===== config.mk =====
export PLATFORM = sky130hd
export DESIGN_NAME = sample_bus_arbiter_flat
export DESIGN_NICKNAME = d
export VERILOG_FILES = /design/src/rtl/pedal_pkg.sv /design/src/rtl/sample_bus_arbiter_if.sv /design/src/rtl/sample_bus_arbiter_mux4.sv /design/src/rtl/sample_bus_arbiter.sv /design/src/flat_wrapper.sv
export SDC_FILE = /design/constraint.sdc
export NUM_CORES = 1
export LEC_CHECK = 0
export BUFFER_PORTS_ARGS = -buffer_cell sky130_fd_sc_hd__buf_2
export CAP_MARGIN = 20
export CORE_ASPECT_RATIO = 2
export CORE_UTILIZATION = 45
export DETAILED_ROUTE_END_ITERATION = 6
export GPL_TIMING_DRIVEN = 0
export PLACE_DENSITY_LB_ADDON = 0.12
export SETUP_SLACK_MARGIN = 0.2
export SYNTH_ARGS = -nofsm -noshare
export SYNTH_HDL_FRONTEND = slang
export SYNTH_SLANG_ARGS = --single-unit

===== constraint.sdc =====
create_clock -name Clk -period 2.3 [get_ports Clk]
set_input_delay 0.23 -clock Clk [delete_from_list [all_inputs] [get_ports Clk]]
set_output_delay 0.23 -clock Clk [all_outputs]
set_load 0.02 [all_outputs]

===== src/rtl/pedal_pkg.sv =====
// Shared types and helpers for the effect-unit sample bus arbiter.
//  arb_state_t : arbiter FSM states
//  N_SRC       : number of requesting effect units
//  PTR_W       : width of a source index / priority pointer
//  rr_pick     : round-robin search starting at the priority pointer
package pedal_pkg;

    localparam int N_SRC = 4;
    localparam int unsigned PTR_W = $clog2(N_SRC);

    typedef enum logic [1:0] {
        IDLE = 2'd0,
        BUSY = 2'd1,
        GAP  = 2'd2
    } arb_state_t;

    // First requester found searching ptr, ptr+1, ... with index wrap.
    // Returns ptr when nothing is requesting; callers gate on |req.
    function automatic logic [PTR_W-1:0] rr_pick(input logic [N_SRC-1:0] req,
                                                 input logic [PTR_W-1:0] ptr);
        logic [PTR_W-1:0] idx;
        rr_pick = ptr;
        // Walk the search order backwards so the nearest hit to ptr wins last.
        for (int k = N_SRC - 1; k >= 0; k--) begin
            idx = ptr + PTR_W'(k);
            if (req[idx]) begin
                rr_pick = idx;
            end
        end
    endfunction

endpackage


===== src/rtl/sample_bus_arbiter_if.sv =====
// Sample bus between the effect units and the output-stage arbiter.
//  req      : per-unit sample-present flags
//  d0..d3   : per-unit sample data
//  grant    : one-hot current owner (0 when unowned)
//  sel      : mux select / owner index
//  q        : registered sample from the owner
//  q_valid  : q was captured from the owner on the last edge
// master = effect-unit side, slave = arbiter side.
interface sample_bus_arbiter_if #(
    parameter int unsigned WIDTH = 16
);
    import pedal_pkg::*;

    logic [N_SRC-1:0] req;
    logic [WIDTH-1:0] d0;
    logic [WIDTH-1:0] d1;
    logic [WIDTH-1:0] d2;
    logic [WIDTH-1:0] d3;
    logic [N_SRC-1:0] grant;
    logic [PTR_W-1:0] sel;
    logic [WIDTH-1:0] q;
    logic             q_valid;

    modport master (
        output req, d0, d1, d2, d3,
        input  grant, sel, q, q_valid
    );

    modport slave (
        input  req, d0, d1, d2, d3,
        output grant, sel, q, q_valid
    );

endinterface


===== src/rtl/sample_bus_arbiter_mux4.sv =====
// 4:1 sample mux feeding the arbiter's output register.
//  s        : select index
//  d0..d3   : candidate samples
//  y_c      : selected sample (combinational)
module mux4_1 #(
    parameter int unsigned width = 16
) (
    input  logic [1:0]       s,
    input  logic [width-1:0] d0,
    input  logic [width-1:0] d1,
    input  logic [width-1:0] d2,
    input  logic [width-1:0] d3,
    output logic [width-1:0] y_c
);

    always_comb begin
        y_c = d0;
        unique case (s)
            2'd0: y_c = d0;
            2'd1: y_c = d1;
            2'd2: y_c = d2;
            2'd3: y_c = d3;
            default: y_c = d0;
        endcase
    end

endmodule


===== src/rtl/sample_bus_arbiter.sv =====
// Round-robin arbiter sharing one audio sample bus between four effect units.
// An owner keeps the bus while it requests, for at most MAX_BURST samples,
// then the bus sits idle for one GAP cycle before the next arbitration.
//  Clk      : system clock, rising edge
//  Reset_n  : asynchronous active-low reset
//  bus      : sample_bus_arbiter_if slave (req, d0..d3 in; grant, sel, q, q_valid out)
module sample_bus_arbiter #(
    parameter int unsigned WIDTH     = 16,
    parameter int unsigned MAX_BURST = 8
) (
    input  logic                 Clk,
    input  logic                 Reset_n,
    sample_bus_arbiter_if.slave  bus
);
    import pedal_pkg::*;

    localparam int unsigned CNT_W = $clog2(MAX_BURST + 1);

    arb_state_t       state_q, state_d;
    logic [N_SRC-1:0] grant_q, grant_d;
    logic [PTR_W-1:0] sel_q,   sel_d;
    logic [PTR_W-1:0] ptr_q,   ptr_d;
    logic [CNT_W-1:0] count_q, count_d;
    logic [WIDTH-1:0] q_q,     q_d;
    logic             q_valid_q, q_valid_d;

    logic [WIDTH-1:0] mux_c;
    logic [PTR_W-1:0] pick_c;
    logic             release_c;

    // Data path: owner's sample selected by the held mux select.
    mux4_1 #(.width(WIDTH)) u_mux (
        .s   (sel_q),
        .d0  (bus.d0),
        .d1  (bus.d1),
        .d2  (bus.d2),
        .d3  (bus.d3),
        .y_c (mux_c)
    );

    assign pick_c = rr_pick(bus.req, ptr_q);

    // State register.
    always_ff @(posedge Clk or negedge Reset_n) begin
        if (!Reset_n) begin
            state_q   <= IDLE;
            grant_q   <= '0;
            sel_q     <= '0;
            ptr_q     <= '0;
            count_q   <= '0;
            q_q       <= '0;
            q_valid_q <= 1'b0;
        end else begin
            state_q   <= state_d;
            grant_q   <= grant_d;
            sel_q     <= sel_d;
            ptr_q     <= ptr_d;
            count_q   <= count_d;
            q_q       <= q_d;
            q_valid_q <= q_valid_d;
        end
    end

    // Next-state and next-output logic.
    always_comb begin
        state_d   = state_q;
        grant_d   = grant_q;
        sel_d     = sel_q;
        ptr_d     = ptr_q;
        count_d   = count_q;
        q_d       = q_q;
        q_valid_d = 1'b0;
        release_c = 1'b0;

        unique case (state_q)
            IDLE: begin
                if (|bus.req) begin
                    grant_d = N_SRC'(1) << pick_c;
                    sel_d   = pick_c;
                    count_d = '0;
                    state_d = BUSY;
                end
            end

            BUSY: begin
                if (bus.req[sel_q]) begin
                    q_d       = mux_c;
                    q_valid_d = 1'b1;
                    count_d   = count_q + CNT_W'(1);
                    // The MAX_BURST-th sample is still captured on the release edge.
                    if (count_q == CNT_W'(MAX_BURST - 1)) begin
                        release_c = 1'b1;
                    end
                end else begin
                    release_c = 1'b1;
                end

                if (release_c) begin
                    grant_d = '0;
                    ptr_d   = sel_q + PTR_W'(1);
                    state_d = GAP;
                end
            end

            GAP: begin
                state_d = IDLE;
            end

            default: begin
                state_d = IDLE;
                grant_d = '0;
            end
        endcase
    end

    assign bus.grant   = grant_q;
    assign bus.sel     = sel_q;
    assign bus.q       = q_q;
    assign bus.q_valid = q_valid_q;

endmodule

===== src/flat_wrapper.sv =====
// flat-port wrapper written by rule: the top's interface ports become plain ports
module sample_bus_arbiter_flat import pedal_pkg::*;
#(
    parameter int unsigned WIDTH     = 16,
    parameter int unsigned MAX_BURST = 8
)
  (Clk, Reset_n, bus_req, bus_d0, bus_d1, bus_d2, bus_d3, bus_grant, bus_sel, bus_q, bus_q_valid);
  sample_bus_arbiter_if #(.WIDTH(WIDTH)) bus_i ();
  input  logic Clk;
  input  logic Reset_n;
  input wire logic [$bits(bus_i.req)-1:0] bus_req;
  input wire logic [$bits(bus_i.d0)-1:0] bus_d0;
  input wire logic [$bits(bus_i.d1)-1:0] bus_d1;
  input wire logic [$bits(bus_i.d2)-1:0] bus_d2;
  input wire logic [$bits(bus_i.d3)-1:0] bus_d3;
  output wire logic [$bits(bus_i.grant)-1:0] bus_grant;
  output wire logic [$bits(bus_i.sel)-1:0] bus_sel;
  output wire logic [$bits(bus_i.q)-1:0] bus_q;
  output wire logic [$bits(bus_i.q_valid)-1:0] bus_q_valid;
  assign bus_i.req = bus_req;
  assign bus_i.d0 = bus_d0;
  assign bus_i.d1 = bus_d1;
  assign bus_i.d2 = bus_d2;
  assign bus_i.d3 = bus_d3;
  assign bus_grant = bus_i.grant;
  assign bus_sel = bus_i.sel;
  assign bus_q = bus_i.q;
  assign bus_q_valid = bus_i.q_valid;
  sample_bus_arbiter #(.WIDTH(WIDTH), .MAX_BURST(MAX_BURST)) u_core (.Clk(Clk), .Reset_n(Reset_n), .bus(bus_i));
endmodule

Word level (Yosys, flattened, before mapping)
Cells that the tools add are included.
{"block": "totals", "register_bits": 31, "in_bits": 70, "out_inout_bits": 23, "word_cells": 67}
{"block": "classes", "n_addsub": 5, "order_cmp": 5, "eq_ne": 9, "shifts": 1, "mux": 29, "bitwise": 1, "n_reduce_logical": 10}
{"operator": "case mux 16 bit (4 select lines)", "count": 1}
{"operator": "2-to-1 mux 4 bit", "count": 4}
{"operator": "less-than comparator 2 x 3 -> 1 bit, second input constant", "count": 5}
{"operator": "2-to-1 mux 2 bit", "count": 6}
{"operator": "case mux 4 bit (3 select lines)", "count": 1}
{"operator": "binary-select mux 1 bit (select 2 bit)", "count": 5}
{"operator": "2-to-1 mux 1 bit", "count": 10}
{"operator": "case mux 4 bit (2 select lines)", "count": 1}
{"operator": "AND reduction 2 bit", "count": 4}
{"operator": "== test 2 bit, second input constant", "count": 3}
{"operator": "inequality test 2 x 1 -> 1 bit, second input constant", "count": 3}
{"operator": "AND reduction 3 bit", "count": 2}
{"operator": "adder 2 x 1 -> 2 bit, second input constant", "count": 2}
{"operator": "adder 2 bit, second input constant", "count": 2}
{"operator": "adder 4 x 1 -> 4 bit, second input constant", "count": 1}
{"operator": "== test 2 x 1 -> 1 bit, second input constant", "count": 2}
{"operator": "== test 4 x 3 -> 1 bit, second input constant", "count": 1}
{"operator": "logical NOT 2 bit", "count": 2}
{"operator": "case mux 2 bit (2 select lines)", "count": 1}
{"operator": "OR reduction 4 bit", "count": 1}
{"operator": "<< shifter 1 x 2 -> 4 bit, first input constant", "count": 1}
{"operator": "nonzero test 2 bit", "count": 1}
{"operator": "NOT 1 bit", "count": 1}

Logic depth before layout (Yosys ltp)
Gate-level depths: netlist (run 1).
{"block": "depth", "depth_word": 10, "ltp_mapped": 7, "mapped_depth_nobuf": 5}

By module
From an unflattened synthesis (run 1), not the netlist that was laid out.
{"block": "hier_totals", "cells_unflattened": 159, "hier_area_um2": 1801.7}
{"mod": "sample_bus_arbiter", "n_inst": 1, "cells_per_inst": 139, "area_each_um2": 1377.6, "seq_area_each_um2": 775.7}
{"mod": "mux4_1", "n_inst": 1, "cells_per_inst": 20, "area_each_um2": 424.2, "seq_area_each_um2": 0.0}

Worst setup path after synthesis (run 1)
Ideal clock, no wire load.
{"block": "synth_timing", "path_type": "reg2reg", "startpoint": "register u_core.sel_q[0] (netlist: u_core.bus.sel[0])", "endpoint": "register u_core.q_q[12] (netlist: u_core.bus.q[12])", "setup_time_ps": 125, "t_arrival_ps": 1872, "t_required_ps": 2175, "slack_ps": 303, "path_stages_with_launch": 8, "n_path_buf": 2, "synth_period_minus_slack_ps": 1997, "cell_sequence": "dfrtp_1 -> inv_1 -> ha_1 -> clkbuf_1 -> clkbuf_1 -> a222oi_1 -> o21ai_0 -> mux2_4"}
{"block": "synth_between", "elab_chain_cells": 3, "elab_cells_between_ends": 8}
{"item": "start, declared", "line_no": "sample_bus_arbiter.sv:21", "text": "logic [PTR_W-1:0] sel_q, sel_d;"}
{"item": "start signal, assigned", "line_no": "sample_bus_arbiter.sv:56", "text": "sel_q <= sel_d;"}
{"item": "binary-select mux 1 bit (select 2 bit)", "line_no": "sample_bus_arbiter.sv:86", "text": "if (bus.req[sel_q]) begin"}
{"item": "2-to-1 mux 1 bit (not written as such)", "line_no": "sample_bus_arbiter.sv:86"}
{"item": "AND reduction 2 bit (no line)"}
{"item": "end signal, assigned", "line_no": "sample_bus_arbiter.sv:59", "text": "q_q <= q_d;"}
{"item": "end, declared", "line_no": "sample_bus_arbiter.sv:24", "text": "logic [WIDTH-1:0] q_q, q_d;"}
Several ways; a longest one is shown, not always the timed one. The select of a mux whose other input is x is not followed.
A chain may end at the register's enable or synchronous reset.

Worst setup path in the final report (run 1)
Same ends and word-level chain as after synthesis.

==> results of run 1 <==
## per-layer routing
| metal | wire length, um | GRT usage [%] |
|---|---|---|
| met5 | 0 | 0 |
| met4 | 167 | 12.1 |
| met3 | 299 | 3.90 |
| met2 | 2800 | 46.5 |
| met1 | 1950 | 26.7 |
## cells by family after synthesis
kind of cell	count (synthesis)	synth area share, %
multiplexers	22	15.8
buffers and inverters	15	3.55
AND/OR/NAND/NOR	45	11.9
flip-flops	31	42.3
AO/OA/AOI/OAI	55	23.1
adder cells (fa/ha/maj)	5	3.41
## power groups by stage
stage                     Combinational [uW]  Sequential (uW)  Clock, uW
final                                   2010              962        437
after CTS                               2010              960        451
after global placement                  1940              968          0
after detailed placement                1970              976          0
after floorplan                         1200             1170          0
after global routing                    2190              996        467
## cell usage in the layout (no fill, tap or decap), drive strengths merged, types with 2 or more instances in the layout
| cell | Yosys | routed |
|---|---|---|
| a21oi | 3 | 3 |
| o2bb2ai | 3 | 3 |
| o21ai | 21 | 21 |
| a32o | 2 | 2 |
| and3 | 2 | 2 |
| mux2 | 18 | 18 |
| nor2 | 4 | 4 |
| buf | 2 | 95 |
| o22ai | 3 | 3 |
| nand2 | 24 | 24 |
| inv | 6 | 6 |
| nor2b | 4 | 4 |
| a31oi | 2 | 2 |
| clkbuf | 7 | 13 |
| a222oi | 16 | 16 |
| ha | 5 | 5 |
| nand3 | 2 | 2 |
| mux2i | 3 | 3 |
| or3 | 2 | 2 |
| dfrtp | 31 | 31 |
## worst max-delay path: stages (launching register included)
cell      delay [ns]
dfrtp_2         0.41
inv_1           0.09
ha_1            0.19
clkbuf_1        0.19
clkbuf_2        0.24
a222oi_1        0.40
o21ai_0         0.13
mux2_4          0.28
## layout make-up
type	count	area, um^2	share of cell area (%)
Multi-Input combinational cell	127	993	40.4
Sequential cell	31	778	31.7
Timing Repair Buffer	93	468	19.0
Clock buffer	6	82.6	3.36
Tap cell	51	63.8	2.60
Buffer	9	45.0	1.83
Inverter	6	22.5	0.916
Clock inverter	1	5.00	0.204
## how the worst min path moves through the flow
stage / from / to / slack [ns] / cells past startpoint
after floorplan: Reset_n / u_core.bus.grant[0] / -0.07 / 0
after global placement: Reset_n / u_core.bus.q[8] / 0.31 / 1
after detailed placement: Reset_n / u_core.bus.q_valid / 0.32 / 1
after CTS: Reset_n / u_core.count_q[1] / 0.009 / 1
after global routing: Reset_n / u_core.bus.q_valid / 0.06 / 1
final: Reset_n / u_core.bus.q_valid / -0.01 / 1
## repair_timing
item                                    in CTS  in global routing
pin swaps                                    1                  0
buffers inserted                             1                  0
gates resized for setup                      3                  2
endpoints found under the setup margin      10                  2
## through the flow
stage	hold slack (ns)	cell area [um^2]
4_1_cts	0.00933	2460
3_3_place_gp	0.313	2360
6_report	-0.0120	2460
3_5_place_dp	0.318	2360
2_1_floorplan	-0.0656	1830
5_1_grt	0.0593	2460
## state kept, by name, summed over array words and instances (netlist names)
signal,count
u_core.bus.grant,4
u_core.count_q,4
u_core.bus.q_valid,1
u_core.ptr_q,2
u_core.bus.q,16
u_core.state_q,2
u_core.bus.sel,2
==> impl_metrics.json, run 1 <==
{
  "dr.pass1.iters": 5,
  "path_class": "reg2reg",
  "antenna_found_initial": 0,
  "synthFlopType": "dfrtp_1",
  "tightest_slew_ns": 0.702,
  "yosysWarningCount": 0,
  "seq_area_frac_synth_pct": 42.3,
  "cts_root_buffer": "clkbuf_8",
  "core_area_um2": 3880,
  "htree_levels": 2,
  "p_leak_uw": 0.00126,
  "wire_per_inst_um": 16.1,
  "antenna_cells": 0,
  "drive_above_1_share_pct": 45.8,
  "cts_buffer_depth": 2,
  "synth_edf_count": 0,
  "final_util_pct": 63.3,
  "rsz0062_at_grt": "false",
  "syn_area_um2": 1830,
  "reg2reg_from": "u_core.bus.sel[0]",
  "crit_end": "u_core.bus.q[12]",
  "period_share_pct": 88.4,
  "yosysTopAreaCell": "dfrtp_1",
  "postRouteAntennaNets": 0,
  "synth_area_leaders": "dfrtp_1 42%, a222oi_1 8.7%, mux2_4 7.4%, o21ai_0 5.5%, nand2_1 4.7%",
  "die_h_um": 92.3,
  "dieArea_um2": 4350,
  "critical_path_peak_fanout": 10,
  "overflow": 0,
  "setup_ws_ns": 0.266,
  "placed_cells": 316,
  "arrival_ns": 2.20,
  "grt_pass1_wl_um": 7980,
  "setup_violations": 0,
  "avgSynthCellArea_um2": 10.6,
  "synth.top_cells.by_count": "31 x dfrtp_1, 23 x nand2_1, 20 x o21ai_0, 16 x a222oi_1, 9 x mux2_4",
  "violations": "negative hold slack",
  "min_period_ns": 2.03,
  "die_w_um": 47.1,
  "switchingPower_uw": 1510,
  "startpoint": "u_core.bus.sel[0]",
  "internal_power_uw": 1900,
  "syn_to_final_growth_pct": 34.0,
  "slew_viol_final": 0,
  "synth_top_area_share_pct": 42.3,
  "layout.cells.non_filler": 324,
  "yosys_register_bits": 31,
  "cts_tree": "built",
  "synth_cells": 173,
  "grt_max_degree": 32,
  "dp_hpwl_um": 3900,
  "clk_latency_ns": 0.28,
  "grt.total_usage_pct": 25.8,
  "cp-start-kind": "flop",
  "seq_power_share_pct": 28.2,
  "vias": 1816,
  "rows": 32,
  "fin_tns_setup_ns": 0,
  "drv_cap": 0,
  "whs_ns": -0.0120,
  "pre_cts_slack_ns": 0.00439,
  "combPwrFrac_pct": 59.0,
  "cts_made_buffers": 5,
  "r2r_slack_ns": 0.27,
  "finalHoldViolCount": 16,
  "clock_sinks": 31,
  "hold_path_class": "in2async",
  "synth_most_common_cell": "dfrtp_1",
  "synthesis.nets": 248,
  "slew_headroom_pct": 53.2,
  "critPathCaptureType": "flop",
  "power-per-cell-area_nw_per_um2": 1390,
  "io_buffers": 92,
  "ios": 93,
  "ir_worst_vdd_uv": 738,
  "via_per_inst": 5.60,
  "r2r_end": "u_core.bus.q[12]",
  "routabilityCongestion": 0.816,
  "finalPower_uw": 3410,
  "cts_hold_buf": 0,
  "p_clk_share_pct": 12.8,
  "r2r_cells": 7,
  "ys_types": 39,
  "path_clk_slew_ns": 0.07,
  "async_flop_share_pct": 100,
  "routed_wl_um": 5220,
  "clock_skew_ns": 0.00577,
  "switching_share_pct": 44.3,
  "status": "finished, violations left",
  "nFillCells": 356,
  "drt-initial-drc-count": 102,
  "finalNetCount": 348,
  "worstPathRequired_ns": 2.47,
  "grt_pass1_vias": 1733,
  "fmax_ghz": 0.492,
  "route.detailed.drc": 0,
  "start_util_pct": 47.2
}
(Power assumes the default switching activity.)
==> run 2, diff against run 1 <==
CELL_PAD_IN_SITES_DETAIL_PLACEMENT = 0   (was not set)
CELL_PAD_IN_SITES_GLOBAL_PLACEMENT = 2   (was not set)
CORE_UTILIZATION = 26   (was 45)
==> impl_metrics.json, run 2 (synthesis gave the netlist of run 1 again) <==
{
  "status": "finished, final reports clean",
  "clk_latency_ns": 0.27,
  "syn_to_final_growth_pct": 39.6,
  "switching_share_pct": 42.7,
  "finalPower_uw": 3620,
  "critPathCaptureType": "flop",
  "start_util_pct": 26.6,
  "drive_above_1_share_pct": 46.2,
  "die_h_um": 121,
  "setup_ws_ns": 0.344,
  "route.detailed.drc": 0,
  "die_w_um": 61.4,
  "p_leak_uw": 0.00128,
  "fin_area_um2": 2560,
  "core_area_um2": 6890,
  "p_clk_share_pct": 16.8,
  "final_util_pct": 37.2,
  "wire_per_inst_um": 16.5,
  "worstPathRequired_ns": 2.46,
  "postRouteAntennaNets": 0,
  "dieArea_um2": 7410,
  "drt-initial-drc-count": 110,
  "cp-start-kind": "flop",
  "layout_common_cells": "93 x buf_2, 29 x dfrtp_1, 23 x nand2_1",
  "grt_use_met2_pct": 31.2,
  "slew_viol_final": 0,
  "finalNetCount": 349,
  "grt.total_usage_pct": 16.7,
  "ios": 93,
  "routed_wl_um": 6000,
  "antenna_found_initial": 0,
  "grt_pass1_vias": 1761,
  "internal_power_uw": 2070,
  "vias": 1798,
  "path_class": "reg2reg",
  "use_met3_pct": 3.42,
  "seq_power_share_pct": 26.6,
  "setup_violations": 0,
  "via_per_inst": 4.95,
  "clock_skew_ns": 0.00342,
  "switchingPower_uw": 1550,
  "layout_commonest_cell": "buf_2",
  "r2r_slack_ns": 0.34,
  "cts_made_buffers": 5,
  "routabilityCongestion": 0.727,
  "combPwrFrac_pct": 56.5,
  "min_period_ns": 1.96,
  "grt_max_degree": 32,
  "use_met1_pct": 17.1,
  "critical_path_peak_fanout": 10,
  "htree_levels": 2,
  "post_dp_cell_area_um2": 2410,
  "arrival_ns": 2.11,
  "r2r_end": "u_core.bus.q[6]",
  "fmax_ghz": 0.511,
  "pre_cts_slack_ns": -0.0228,
  "rows": 43,
  "grt_pass1_wl_um": 8790,
  "drv_cap": 0,
  "period_share_pct": 85.0,
  "antenna_cells": 0,
  "power-per-cell-area_nw_per_um2": 1410,
  "dp_hpwl_um": 4650,
  "clock_sinks": 31,
  "r2r_cells": 7,
  "io_buffers": 92,
  "cts_root_buffer": "clkbuf_16",
  "top_usage_layer": "met2",
  "hold_path_class": "in2async",
  "overflow": 0,
  "ir_worst_vdd_uv": 432,
  "fin_tns_setup_ns": 0,
  "tightest_slew_ns": 0.741,
  "reg2reg_from": "u_core.bus.sel[0]",
  "path_clk_slew_ns": 0.05,
  "rsz0062_at_grt": "true",
  "dr.pass1.iters": 4,
  "slew_headroom_pct": 50.6,
  "cts_tree": "built",
  "cts_buffer_depth": 2,
  "largest_reg_flops": 16,
  "finalHoldViolCount": 0
}
==> run 2: changes by cell type in the layout (fill, tap and decap cells not counted) <==
cell	change
clkbuf_4	+1
clkbuf_1	-1
buf_4	+1
clkinv_2	-1
clkbuf_2	+1
clkbuf_8	-6
clkbuf_16	+5
==> run 2: worst max path at each step <==
| stage | start | to | slack [ns] |
|---|---|---|---|
| after floorplan | u_core.bus.sel[0] | u_core.bus.q[12] | 0.30 |
| after global placement | u_core.bus.sel[0] | u_core.bus.q[3] | -0.03 |
| after detailed placement | u_core.bus.sel[0] | u_core.bus.q[3] | -0.02 |
| after CTS | u_core.bus.sel[0] | u_core.bus.q[3] | 0.22 |
| after global routing | u_core.bus.sel[1] | u_core.bus.q[7] | 0.18 |
| final | u_core.bus.sel[0] | u_core.bus.q[6] | 0.34 |
==> run 2: per-stage QoR <==
stage,instances,hold WS (ns)
global placement,355,0.347
CTS,361,0.0528
finish,363,0.0190
global route,363,0.0778
floorplan,173,-0.0656
detailed placement,355,0.346
==> run 2: final cells by class <==
cell class                 instances  area (um^2)
timing repair buffer              94          475
multi-input combinational        127          993
clock buffer                       6          129
sequential                        31          778
inverter                           6         22.5
fill                             753         4330
buffer                             9         50.0
tap                               90          113
==> run 2: per-layer routing <==
layer | vias to the layer above | wire length (um)
met1 | 844 | 2250
met4 | 0 | 80
met2 | 74 | 3320
li1 | 874 | -
met5 | - | 0
met3 | 6 | 353
==> run 2: critical path, cell delays in order (launching register included) <==
cell,delay [ns]
dfrtp_2,0.40
inv_1,0.09
ha_1,0.19
clkbuf_2,0.19
clkbuf_4,0.22
a222oi_1,0.34
o21ai_0,0.13
mux2_4,0.28
==> run 2: what timing repair did <==
item,in CTS,in global routing
gates resized for setup,5,3
setup buffers,0,2
endpoints found under the setup margin,13,14
cloned,0,0
hold buffers,0,0
==> run 2: power groups by stage <==
| stage | Combinational [uW] | Sequential [uW] | Clock, uW |
|---|---|---|---|
| 2_1_floorplan | 1200 | 1170 | 0 |
| 3_3_place_gp | 2030 | 980 | 0 |
| 3_5_place_dp | 2030 | 987 | 0 |
| 4_1_cts | 2050 | 980 | 630 |
| 5_1_grt | 2260 | 995 | 651 |
| 6_report | 2050 | 964 | 610 |
==> run 3, diff against run 2 <==
ABC_AREA = 1   (was not set)
CORE_UTILIZATION = 25   (was 26)
==> impl_metrics.json, run 3 <==
{
  "whs_ns": 0.00160,
  "ctsResizeCount": 0,
  "cts_buffer_depth": 2,
  "cp-start-kind": "flop",
  "cts_hold_buf": 0,
  "grt_max_degree": 32,
  "cpMaxStageDelayCell": "dfrtp_1",
  "synthesis.nets": 336,
  "fin_tns_setup_ns": 0,
  "min_period_ns": 1.90,
  "clock_skew_ns": 0.00423,
  "r2r_cells": 7,
  "synth_most_common_cell": "nand2_1",
  "finalHoldViolCount": 0,
  "route.detailed.drc": 0,
  "io_buffers": 92,
  "hold_path_class": "in2async",
  "critical_path_peak_fanout": 10,
  "pre_cts_slack_ns": 0.330,
  "finalNetCount": 435,
  "die_w_um": 65.2,
  "path_clk_slew_ns": 0.05,
  "yosysWarningCount": 0,
  "avgSynthCellArea_um2": 7.65,
  "synthFlopType": "dfrtp_1",
  "postCtsSetupBuffers": 0,
  "setup_violations": 0,
  "finalPower_uw": 4070,
  "crit_chain": "inv_2, ha_1, inv_1, clkbuf_1, nand2_1, o22ai_1, o21ai_2",
  "layout_commonest_cell": "buf_2",
  "ios": 93,
  "largest_reg_flops": 16,
  "start_util_pct": 26.1,
  "htree_levels": 2,
  "syn_to_final_growth_pct": 36.8,
  "crit_buf_inv": 3,
  "via_per_inst": 4.57,
  "cts_made_buffers": 5,
  "nFillCells": 872,
  "synth_edf_count": 0,
  "tightest_slew_ns": 0.727,
  "slew_viol_final": 0,
  "final_util_pct": 35.7,
  "cts_root_buffer": "clkbuf_16",
  "routed_wl_um": 6100,
  "rsz0062_at_grt": "false",
  "slew_headroom_pct": 51.5,
  "period_share_pct": 82.5,
  "synth_top_area_share_pct": 38.9,
  "die_h_um": 128,
  "overflow": 0,
  "synth_area_leaders": "dfrtp_1 39%, nand2_1 17%, a22o_1 7.0%, o22ai_1 5.0%, o21ai_2 4.8%",
  "path_class": "reg2reg",
  "rows": 45,
  "grt_pass1_wl_um": 9880,
  "core_area_um2": 7660,
  "status": "finished, final reports clean",
  "critical_path_depth": 7,
  "vias": 2078,
  "synth_cells": 261,
  "synth.top_cells.by_count": "90 x nand2_1, 31 x dfrtp_1, 16 x a22o_1, 16 x o22ai_1, 15 x inv_1",
  "setup_ws_ns": 0.402,
  "drv_cap": 0,
  "drive_above_1_share_pct": 38.0,
  "yosysTopAreaCell": "dfrtp_1",
  "ir_worst_vdd_uv": 554,
  "cts_tree": "built",
  "grt_pass1_vias": 2111,
  "p_leak_uw": 0.00151,
  "clock_sinks": 31,
  "fmax_ghz": 0.527,
  "critPathCaptureType": "flop",
  "power-per-cell-area_nw_per_um2": 1490,
  "dieArea_um2": 8370,
  "ys_types": 23,
  "slowest_delay_ns": 0.50,
  "postRouteAntennaNets": 0,
  "seq_area_frac_synth_pct": 38.9,
  "worstPathRequired_ns": 2.46,
  "clk_latency_ns": 0.27,
  "grt.total_usage_pct": 15.8,
  "wire_per_inst_um": 13.4,
  "arrival_ns": 2.06,
  "dp_hpwl_um": 5060,
  "antenna_cells": 0,
  "layout_common_cells": "95 x buf_2, 90 x nand2_1, 31 x dfrtp_1",
  "routabilityCongestion": 0.742,
  "yosys_register_bits": 31,
  "dr.pass1.iters": 4,
  "critPathTopFamily": "buffers and inverters",
  "drt-initial-drc-count": 43,
  "antenna_found_initial": 0,
  "async_flop_share_pct": 100,
  "syn_area_um2": 2000
}
## run 3: changes by cell type in the layout (fill, tap and decap cells not counted), sizes merged, moves of 4 or more
cell,change
a222oi,-16
a22o,+16
inv,+15
mux2,-18
nand2,+80
nand3,+10
nand4,+4
nor2b,-4
o21ai,+4
o22ai,+13
## run 3: worst paths after layout
check / from / to / slack (ns)
worst max-delay path: u_core.bus.sel[0] / u_core.bus.q[3] / 0.40
min in group Clk: bus_d0[8] / u_core.bus.q[8] / 0.24
worst max register to register: u_core.bus.sel[0] / u_core.bus.q[3] / 0.40
worst min register to register: u_core.bus.grant[3] / u_core.bus.grant[3] / 0.47
worst min-delay path: Reset_n / u_core.ptr_q[1] / 0.002
max in group asynchronous: Reset_n / u_core.bus.q[8] / 1.82
## run 3: cells by family after synthesis
group | synth area share, %
and+or+nand+nor | 28.3
AOI/OAI and AO/OA | 21.1
buffers and inverters | 8.59
DFF | 38.9
adders and majority gates | 3.13
## run 3: report_power, final
group	switching [uW]	internal, uW	total [uW]
sequential	159	782	941
clock	228	460	688
combinational	1550	886	2440
total	1940	2130	4070
## run 3: through the flow
stage          instance area [um^2]  cells
2_1_floorplan                  2000    261
3_3_place_gp                   2570    447
3_5_place_dp                   2570    447
4_1_cts                        2730    455
5_1_grt                        2730    455
6_report                       2730    455
## run 3: metal layers
metal  share of wire [%]  vias up  global-route usage (%)  wire length, um
met5                   0        -                       0                0
met3                 3.6        5                    2.57              217
met4                 1.6        0                    5.75               96
li1                    -     1072                       -                -
met2                  59       65                    32.4             3610
met1                  36      936                    14.7             2180
## run 3: area by class of cell
class	instances	area, um^2	area share [%]
Timing Repair Buffer	92	460	16.9
Sequential cell	31	776	28.4
Tap cell	94	118	4.31
Inverter	21	88.8	3.25
Clock buffer	8	156	5.73
Buffer	13	82.6	3.02
Multi-Input combinational cell	196	1050	38.4
